$ cat config.mk
export PLATFORM = sky130hd
export DESIGN_NAME = note_chart_sequencer
export DESIGN_NICKNAME = d
export VERILOG_FILES = /design/src/rtl/note_chart_sequencer.sv
export SDC_FILE = /design/constraint.sdc
export NUM_CORES = 1
export LEC_CHECK = 0
export CORE_UTILIZATION = 30
export DETAILED_ROUTE_END_ITERATION = 16
export PLACE_DENSITY = 0.48
export SETUP_SLACK_MARGIN = 0.02
export SLEW_MARGIN = 30
export SYNTH_ARGS = -nofsm -noshare
export SYNTH_HDL_FRONTEND = slang
export SYNTH_SLANG_ARGS = --single-unit
$ cat constraint.sdc
create_clock -name clk -period 6.7 [get_ports clk]
set_clock_uncertainty 0.2 [all_clocks]
set_input_delay 1.34 -clock clk [delete_from_list [all_inputs] [get_ports clk]]
set_output_delay 1.34 -clock clk [all_outputs]
set_load 0.01 [all_outputs]
$ cat src/rtl/note_chart_sequencer.sv
// Note-chart playback sequencer: paces one 4-bit lane row per beat out of a registered-read ROM.
// Optional macro NOTE_CHART_LOOP_EN: wrap to LOOP_START after the last row instead of stopping.
module note_chart_sequencer #(
  parameter int BEAT_DIV  = 12500000,
  parameter int CHART_LEN = 274,
  parameter int ADDR_W    = 13
`ifdef NOTE_CHART_LOOP_EN
  ,
  parameter int LOOP_START = 4
`endif
) (
  input  logic              clk,
  input  logic              resetn,
  input  logic              start,
  input  logic              pause,
  output logic [ADDR_W-1:0] rom_addr,
  input  logic [3:0]        rom_data,
  output logic [3:0]        row,
  output logic              row_valid,
  output logic [ADDR_W-1:0] row_index,
  output logic              busy,
  output logic              done
);

  localparam int CNT_W = (BEAT_DIV > 1) ? $clog2(BEAT_DIV) : 1;
  localparam logic [CNT_W-1:0]  BEAT_LAST = CNT_W'(BEAT_DIV - 1);
  localparam logic [ADDR_W-1:0] IDX_LAST  = ADDR_W'(CHART_LEN - 1);

  localparam logic [2:0] S_IDLE    = 3'd0;
  localparam logic [2:0] S_RUN     = 3'd1;
  localparam logic [2:0] S_FETCH   = 3'd2;
  localparam logic [2:0] S_CAPTURE = 3'd3;
  localparam logic [2:0] S_DONE    = 3'd4;

  logic [2:0]        state;
  logic [CNT_W-1:0]  beat_cnt;
  logic [ADDR_W-1:0] idx;

  assign busy = (state == S_RUN) || (state == S_FETCH) || (state == S_CAPTURE);
  assign done = (state == S_DONE);

  // NOTE: every register here is assigned with <= so all of them update from the
  // same pre-edge values; a blocking = would let later statements see new values.
  always_ff @(posedge clk) begin
    if (!resetn) begin
      state     <= S_IDLE;
      beat_cnt  <= '0;
      idx       <= '0;
      rom_addr  <= '0;
      row       <= '0;
      row_valid <= 1'b0;
      row_index <= '0;
    end else begin
      row_valid <= 1'b0;
      case (state)
        S_IDLE, S_DONE: begin
          if (start) begin
            idx      <= '0;
            beat_cnt <= '0;
            state    <= S_RUN;
          end
        end
        S_RUN: begin
          if (!pause) begin
            if (beat_cnt == BEAT_LAST) begin
              beat_cnt <= '0;
              rom_addr <= idx;
              state    <= S_FETCH;
            end else begin
              beat_cnt <= beat_cnt + CNT_W'(1);
            end
          end
        end
        S_FETCH: begin
          // The beat keeps counting through the fetch so rows stay BEAT_DIV apart.
          if (!pause) beat_cnt <= beat_cnt + CNT_W'(1);
          state <= S_CAPTURE;
        end
        S_CAPTURE: begin
          if (!pause) beat_cnt <= beat_cnt + CNT_W'(1);
          row       <= rom_data;
          row_index <= idx;
          row_valid <= 1'b1;
          if (idx == IDX_LAST) begin
`ifdef NOTE_CHART_LOOP_EN
            idx   <= ADDR_W'(LOOP_START);
            state <= S_RUN;
`else
            state <= S_DONE;
`endif
          end else begin
            idx   <= idx + ADDR_W'(1);
            state <= S_RUN;
          end
        end
        default: state <= S_IDLE;
      endcase
    end
  end

endmodule

Word level (Yosys, flattened, before mapping)

Index checks and enable logic that the tools add are counted.

Shift-type cells: 0
Bitwise logic cells: 1
$mul: 0
Muxes and demuxes: 14
Reductions and logical operators: 11
Equality and inequality tests: 11
Magnitude comparators: 0
Add/subtract/negate cells: 2
Div/mod/pow operators: 0

Operators by type and width:

| kind                    | count |
|---|---|
| $mux W24                | 4 |
| $pmux W24 S3            | 1 |
| $mux W13                | 2 |
| $pmux W13 S2            | 1 |
| $add A24 B1 Y24 const B | 1 |
| $eq A24 B24 Y1 const B  | 1 |
| $add A13 B1 Y13 const B | 1 |
| $eq A13 B9 Y1 const B   | 1 |
| $mux W3                 | 4 |
| $pmux W3 S4             | 1 |
| $reduce_and A3 Y1       | 3 |
| $ne A2 B2 Y1 const B    | 4 |
| $eq A3 B2 Y1 const B    | 2 |
| $reduce_and A4 Y1       | 1 |
| $reduce_or A2 Y1        | 2 |
| $eq A3 B1 Y1 const B    | 1 |
| $eq A3 B3 Y1 const B    | 1 |
| $logic_not A3 Y1        | 1 |
| $reduce_bool A3 Y1      | 1 |
| $logic_or A1 B1 Y1      | 2 |
| $ne A2 B1 Y1 const B    | 1 |
| $reduce_bool A2 Y1      | 1 |
| $mux W1                 | 1 |
| $not A1 Y1              | 1 |

Latch bits: 0
Input port bits: 8
ROM bits: 0
Memories: 0
Flip-flop bits (word level): 71
Memory bits (writable): 0
Word-level logic and storage cells: 46
Output and inout port bits: 33

Depth between registers and ports, before layout

Gate-level depths: netlist of the first run.

Word-level depth: 4
Mapped depth: 8
Depth with buffers taken out: 7

Worst setup path after synthesis of the first run

No wires, ideal clock.

Kind: input port to flip-flop
Start point: input port start
End point: register beat_cnt[23]
Stages on the path: 5
Slack: 3783 ps
Path buffers: 0
Arrival: 2651 ps
Required time: 6434 ps
Setup time: 66 ps
Cell sequence: or3b_4 > o21ai_4 > nand4_4 > or4_4 > a21oi_2

Cells in the longest elaborated chain, start to end: 2

RTL lines:

| item                        | line | source |
|---|---|---|
| from (decl)                 | 14   | `input logic start,` |
| $ne A2 B2 Y1 (no line)      | n/a  |  |
| $reduce_and A4 Y1 (no line) | n/a  |  |
| to (signal assigned)        | 70   | `beat_cnt <= beat_cnt + CNT_W'(1);` |
| to (signal assigned)        | 76   | `if (!pause) beat_cnt <= beat_cnt + CNT_W'(1);` |
| to (signal assigned)        | 80   | `if (!pause) beat_cnt <= beat_cnt + CNT_W'(1);` |
| to (decl)                   | 36   | `logic [CNT_W-1:0] beat_cnt;` |

No other way between the ends.
A chain may end at the register's enable or synchronous reset.

Worst setup path in the final report of the first run

Same ends and word-level chain as after synthesis.

==> results by group, run 1 <==
Setup path
  • CP top delay family: simple AND/OR/NAND/NOR gates
  • Crit end category: flop
  • R2r setup slk: between 4 and 5 ns
  • R2r worst-path depth: 4
  • Worst stage delay on the critical path: roughly 0.56 ns
  • CP Launch Point: start
  • Highest fanout seen on the critical path: 18
  • Critical path depth: 6
  • Slowest CP cell: or4_4
  • Bufs and invs on worst path: 1
  • Critical path required time: approximately 6.8 ns
  • R2R Path Start: state[1]
  • Critical-path cell list: clkdlybuf4s50_1, or3b_4, o21ai_4, nand4_4, or4_4, a21oi_2
  • Startpoint class of the critical path: input pin
  • R2R Path End: idx[5]
  • Crit path DAT: ~3.4 ns
  • Critical path class: in -> reg
  • Setup crit end: beat_cnt[23]

Place
  • Setup WS pre-CTS: between 3 and 4 ns
  • Post-DP Area: approximately 0.0037 mm2
  • PortBufs: 40
  • Final HPWL DP: between 4 and 5 mm
  • Cell total after placement: around 520
  • Global placement routability congestion: around 0.75

Synth
  • Cell area after synthesis: 0.00316 mm2
  • Synth area leaders: dfxtp_1, nand2_1, mux2i_1
  • Area share of the largest cell type after synthesis: between 40 and 50%
  • Syn Inst Count: about 360
  • Synth Flop Type: dfxtp_1
  • Synthesized area per cell: around 8.9 um2
  • #FFs+latches synth: 71
  • Post-synth EDFFs: 0
  • Post-synth top cells: dfxtp_1, nand2_1, nor2_1, a21boi_0, nand4_1
  • Most common cell in the netlist: dfxtp_1
  • Syn_nets: 367
  • Unique masters post-synth: roughly 50
  • Register area share after synthesis: between 40% and 50%
  • Yosys warnings: 0
  • Largest area contributor in the netlist: dfxtp_1
  • Post-synth ARST share: 0%

Finish
  • Synth-to-Final Area Change: 22.8%
  • Final nets: 402
  • Multi-input gate area: between 0.0015 and 0.002 mm2
  • Cell area after layout: approximately 0.0039 mm2
  • Final Non-Filler Cells: approximately 530
  • Share of layout cells above drive strength 1: approximately 6.6%
  • Antenna Cells: 0
  • Register area: about 0.0014 mm2
  • Filler Cells Inserted: 1,066

Clocking
  • CTS Buffer Depth: 2
  • Root Driver: clkbuf_8
  • # Post-CTS Setup Buffers: 0
  • Cts repair resizes: 0
  • Sink Count: between 70 and 80
  • TritonCTS Buffers: 9
  • Clock latency on the worst-skew pair: 0.35 ns
  • Clock transition at path regs: about 0.080 ns
  • # hold bufs at CTS: 0
  • H-tree levels: 3
  • CTS tree: built

Die
  • Die Y-Extent: ~100 um
  • I/O Pins: between 40 and 50
  • Core Rows: 37
  • Initial core utilization: a little under a third
  • Die W: between 100 and 150 um
  • Core area: 0.0103 mm2
  • Die area: 0.0110 mm2

Status
  • Status: finished clean

Routing
  • Via/cell ratio: approximately 5
  • DRC: 0
  • Via count: 2,626
  • Routed len/inst: about 14 um
  • Initial DRT Pass Iterations: 4
  • Post-DRT Antenna Nets: 0
  • Final wirelength: 7.29 mm
  • Iteration-0 DRC Markers: 170

STA
  • RSZ-0062 raised after global routing: no
  • Worst slew pin tran: 0.866 ns
  • Final setup viols: 0
  • Clock period minus worst slack: roughly 3.3 ns
  • Maximum clock rate: 299 MHz
  • Tcrit/Tclk final: 49.9%
  • Final Hold Viols: 0
  • Hold slack: between 0.2 and 0.3 ns
  • Final worst setup slack: around 3.4 ns
  • Relative slew slack: 42.2%
  • Final setup TNS: 0 ns
  • Slew Limit Fails: 0

GRT
  • Global-route wire length before repair: between 10 and 15 mm
  • Initial antenna violation count: 0
  • Largest net degree at the start of global routing: 39
  • Gr ovfl total: 0
  • Number of global-route vias before repair: ~2.5k
  • Tot GR Track Use: 14.4%

Job
  • Max_cap viols: 0

Power
  • Worst vdd rail ir drop: 0.0000758 V
  • P_leak: around 1.2 nW
  • Cell Pwr Density: 217 mW/mm2

Min path
  • Worst Hold Class: reg -> reg
-- kinds of logic after synthesis --
family,count (synthesis),synth area share [%]
compound gates,54,11.4
buf+inv,25,3.72
xor+xnor,19,5.26
mux,15,4.75
fa+ha+maj,3,1.19
flops,71,44.9
simple gates,169,28.8
-- state kept, by name, summed over array words and instances, names as in the netlist --
signal / flops
beat_cnt: 24
idx: 13
rom_addr: 13
row_index: 13
row: 4
state: 3
row_valid: 1
-- stage by stage --
step	util, %	power (mW)
5_1_grt	37.8	0.877
4_1_cts	37.8	0.856
2_1_floorplan	-	0.452
3_3_place_gp	35.6	0.461
3_5_place_dp	35.6	0.461
6_report	37.8	0.842
-- where the power goes --
group          switching (mW)  leakage, nW  internal, mW
registers             0.00156        0.572         0.423
logic                  0.0148        0.534        0.0114
clock network           0.161        0.114         0.230
-- worst min-delay path, delay by kind of cell (launching register included) --
family / cells / cell delay (ns)
simple gates: 1 / 0.04
flops: 1 / 0.31
compound gates: 1 / 0.06
-- layout make-up --
type	instances	area share, %
Multi-Input combinational cell	260	41.8
Sequential cell	71	36.6
Clock buffer	13	4.09
Timing Repair Buffer	43	10.9
Inverter	6	0.580
Clock inverter	3	1.67
Tap cell	136	4.38
-- worst min path at each step --
| stage | startpoint | endpoint | slack, ns | cells after the start |
|---|---|---|---|---|
| final | row_index[0] | row_index[0] | 0.26 | 2 |
| after global routing | row[2] | row[2] | 0.29 | 2 |
| after CTS | row_index[0] | row_index[0] | 0.27 | 2 |
| after detailed placement | row_index[0] | row_index[0] | 0.26 | 2 |
| after global placement | row[3] | row[3] | 0.25 | 2 |
| after floorplan | beat_cnt[21] | beat_cnt[21] | 0.26 | 2 |
-- layout by cell type, fill, tap and decap left out, types with 2 or more instances in the layout --
master | synthesis | final
dfxtp_1 | 71 | 71
nand4_1 | 16 | 16
and4_1 | 3 | 3
nand3_1 | 13 | 13
clkbuf_1 | 11 | 2
nor2_1 | 27 | 27
bufinv_16 | 0 | 2
and3_1 | 3 | 3
clkbuf_8 | 0 | 11
nor2b_1 | 13 | 13
o21ai_0 | 11 | 11
a21boi_0 | 17 | 17
nor4_1 | 4 | 4
nand2_1 | 51 | 51
xnor2_1 | 4 | 4
o31ai_1 | 3 | 3
o21a_1 | 2 | 2
buf_4 | 1 | 3
inv_1 | 6 | 6
mux2i_1 | 15 | 15
nand3b_1 | 2 | 2
nor4b_1 | 5 | 5
nor3_1 | 6 | 6
ha_1 | 3 | 3
or3_1 | 11 | 11
clkdlybuf4s50_1 | 0 | 40
xor2_1 | 15 | 15
and2_1 | 3 | 3
a21oi_1 | 13 | 13
-- routing by layer --
metal  global-route usage, %  wire, um  part of all wire, %  vias to the layer above
met3                    4.24       325                  4.5                       11
met4                    5.43       110                  1.5                        0
met2                    21.9      3270                   45                       50
met1                    19.1      3590                   49                     1251
li1                        -         -                    -                     1314
met5                       0         0                    0                        -
No activity file was read; power rests on OpenSTA's default activity.
==> run 2: changes to the inputs <==
clock period = 3.1 ns   (was 6.7 ns; I/O delays follow)
==> run 2 against run 1 <==
Effect of this change:
- non-clock buffer count rose by 5
- sequential share of layout area fell by 0.77 points
- total power rose by 130%
- sequential cell count did not move
- hold slack barely moved
- combinational power rose by 130%
- setup slack got worse by 2.9 ns
- critical path depth fell by 3
- global-route usage fell by 0.19 points
- first-iteration DRC count fell by 48%
- sequential power rose by 120%
==> results by group, run 2 (synthesis gave the netlist of run 1 again) <==
STA
  • Final setup viols: 0 (unchanged)
  • Worst slew pin tran: 0.779 ns (was 0.866 ns)
  • RSZ-0062 raised after global routing: no (unchanged)
  • Final setup TNS: 0 ns (unchanged)
  • Slew Limit Fails: 0 (unchanged)
  • Tcrit/Tclk final: between 80% and 90%
  • Maximum clock rate: 383 MHz
  • Clock period minus worst slack: between 2 and 3 ns
  • Relative slew slack: 47.9% (was 42.2%)
  • Final Hold Viols: 0 (unchanged)

Routing
  • Via/cell ratio: 4.84 (was 4.94)
  • Routed len/inst: 13.5 um (was 13.7 um)
  • Via count: 2,598 (was 2,626)
  • Final wirelength: 7.26 mm (was 7.29 mm)
  • Initial DRT Pass Iterations: 4 (unchanged)
  • Iteration-0 DRC Markers: 89 (was 170)
  • Post-DRT Antenna Nets: 0 (unchanged)
  • DRC: 0 (unchanged)

Die
  • Initial core utilization: 30.8% (unchanged)
  • Die W: 105 um (unchanged)
  • Core area: 0.0103 mm2 (unchanged)
  • Die area: 0.0110 mm2 (unchanged)
  • Die Y-Extent: 105 um (unchanged)
  • I/O Pins: 41 (unchanged)
  • Core Rows: 37 (unchanged)

Setup path
  • R2R Path End: beat_cnt[19] (was idx[5])
  • Critical path required time: 2.28 ns (was 6.79 ns)
  • Slowest CP cell: clkdlybuf4s50_1 (was or4_4)
  • Crit end category: primary output (was flop)
  • R2r worst-path depth: 7 (was 4)
  • Crit path DAT: 1.79 ns (was 3.43 ns)
  • Worst stage delay on the critical path: 0.49 ns (was 0.56 ns)
  • Bufs and invs on worst path: 2 (was 1)
  • CP top delay family: buffers and inverters (was simple AND/OR/NAND/NOR gates)
  • Critical-path cell list: o21bai_1, inv_1, clkdlybuf4s50_1 (was clkdlybuf4s50_1, or3b_4, o21ai_4, nand4_4, or4_4, a21oi_2)
  • Critical path class: reg -> out (was in -> reg)
  • R2R Path Start: beat_cnt[0] (was state[1])
  • R2r setup slk: 0.88 ns (was 4.09 ns)
  • Highest fanout seen on the critical path: 11 (was 18)
  • Startpoint class of the critical path: flop (was input pin)

Finish
  • Most flops, register: beat_cnt (unchanged)
  • Synth-to-Final Area Change: 25.5% (was 22.8%)
  • Most common cell after layout, fill and taps aside: dfxtp_1 (unchanged)
  • Filler Cells Inserted: 1,080 (was 1,066)
  • Most frequent cells in the layout: dfxtp_1, nand2_1, clkdlybuf4s50_1 (unchanged)
  • Share of layout cells above drive strength 1: 7.98% (was 6.57%)
  • Final nets: 407 (was 402)
  • Max FFs per register: 24 (unchanged)
  • Antenna Cells: 0 (unchanged)

Power
  • Psw: 0.392 mW (was 0.178 mW)
  • Cell Pwr Density: 498 mW/mm2 (was 217 mW/mm2)
  • Total power: 1.97 mW (was 0.842 mW)
  • Clock share of power: 50.5% (was 46.5%)
  • Sw frac: 19.9% (was 21.1%)
  • Combinational share of power: 3.1% (about the same)
  • Worst vdd rail ir drop: 0.000164 V (was 0.0000758 V)
  • Pint: 1.58 mW (was 0.664 mW)
  • P_leak: 1.26 nW (was 1.22 nW)
  • Seq pwr share: 46.4% (was 50.4%)

GRT
  • Global-route wire length before repair: 12.4 mm (was 12.5 mm)
  • Largest net degree at the start of global routing: 38 (was 39)
  • Initial antenna violation count: 0 (unchanged)
  • Number of global-route vias before repair: 2,542 (was 2,493)
  • Tot GR Track Use: 14.2% (was 14.4%)
  • Gr ovfl total: 0 (unchanged)

Clocking
  • # Post-CTS Setup Buffers: 0 (unchanged)
  • Sink Count: 71 (unchanged)
  • Clock latency on the worst-skew pair: 0.35 ns (about the same)
  • CTS tree: built (unchanged)
  • Root Driver: clkbuf_8 (unchanged)
  • CTS Buffer Depth: 2 (unchanged)
  • # hold bufs at CTS: 0 (unchanged)
  • TritonCTS Buffers: 9 (unchanged)
  • H-tree levels: 3 (unchanged)
  • Clock transition at path regs: 0.08 ns (about the same)
  • Cts repair resizes: 0 (unchanged)

Min path
  • Hold depth: 2 (unchanged)
  • Hold Crit Start: row_index[0] (unchanged)
  • Hold Path End: row_index[0] (unchanged)
  • Worst Hold Class: reg -> reg (unchanged)

Job
  • Max_cap viols: 0 (unchanged)

Place
  • PortBufs: 40 (unchanged)
  • Global placement routability congestion: 0.754 (was 0.748)
  • Final HPWL DP: 5.01 mm (was 4.85 mm)

Status
  • Status: finished clean (unchanged)
## run 2: worst max-delay path by stage
stage | startpoint | to | slack [ns] | depth (start not counted)
finish | state[1] | busy | 0.49 | 3
global route | state[1] | busy | 0.36 | 3
CTS | state[1] | busy | 0.45 | 3
detailed placement | start | beat_cnt[12] | 0.24 | 7
global placement | start | beat_cnt[12] | 0.30 | 7
floorplan | start | beat_cnt[23] | 0.90 | 5
## run 2: tightest hold or removal path, stage by stage, from the launching register on
cell      delay, ns
dfxtp_1        0.31
nand2_1        0.05
a21boi_0       0.06
## run 2: per-layer routing
metal / up-vias / track usage, % / wire, um
met5: - / 0 / 0
met4: 0 / 6.04 / 108
met3: 11 / 3.37 / 239
met2: 36 / 21.8 / 3240
met1: 1222 / 19.0 / 3670
li1: 1329 / - / -
## run 2: layout make-up
cell class | count | area (um2) | share of cell area [%]
multi-input cells | 260 | 1620 | 40.9
flip-flops and latches | 71 | 1420 | 35.8
repair buffers | 48 | 460 | 11.6
well taps | 136 | 170 | 4.29
clock buffers | 11 | 141 | 3.56
clock inverters | 5 | 129 | 3.25
inverters | 6 | 22.5 | 0.567
## run 2: per-stage QoR
step           cells  hold slack [ns]  area [um2]  utilization [%]  worst slack, ns
2_1_floorplan    356            0.265        3160                -            0.903
3_3_place_gp     521            0.252        3700             36.0            0.301
3_5_place_dp     521            0.257        3700             36.0            0.244
4_1_cts          537            0.268        3970             38.6            0.453
5_1_grt          537            0.288        3970             38.6            0.364
6_report         537            0.263        3970             38.6            0.487
## run 2: power groups by stage
| stage | Combinational (mW) | Sequential [mW] | Clock [mW] |
|---|---|---|---|
| 2_1_floorplan | 0.0410 | 0.937 | 0 |
| 3_3_place_gp | 0.0622 | 0.939 | 0 |
| 3_5_place_dp | 0.0623 | 0.939 | 0 |
| 4_1_cts | 0.0626 | 0.917 | 1.02 |
| 5_1_grt | 0.0675 | 0.918 | 1.05 |
| 6_report | 0.0611 | 0.917 | 0.996 |
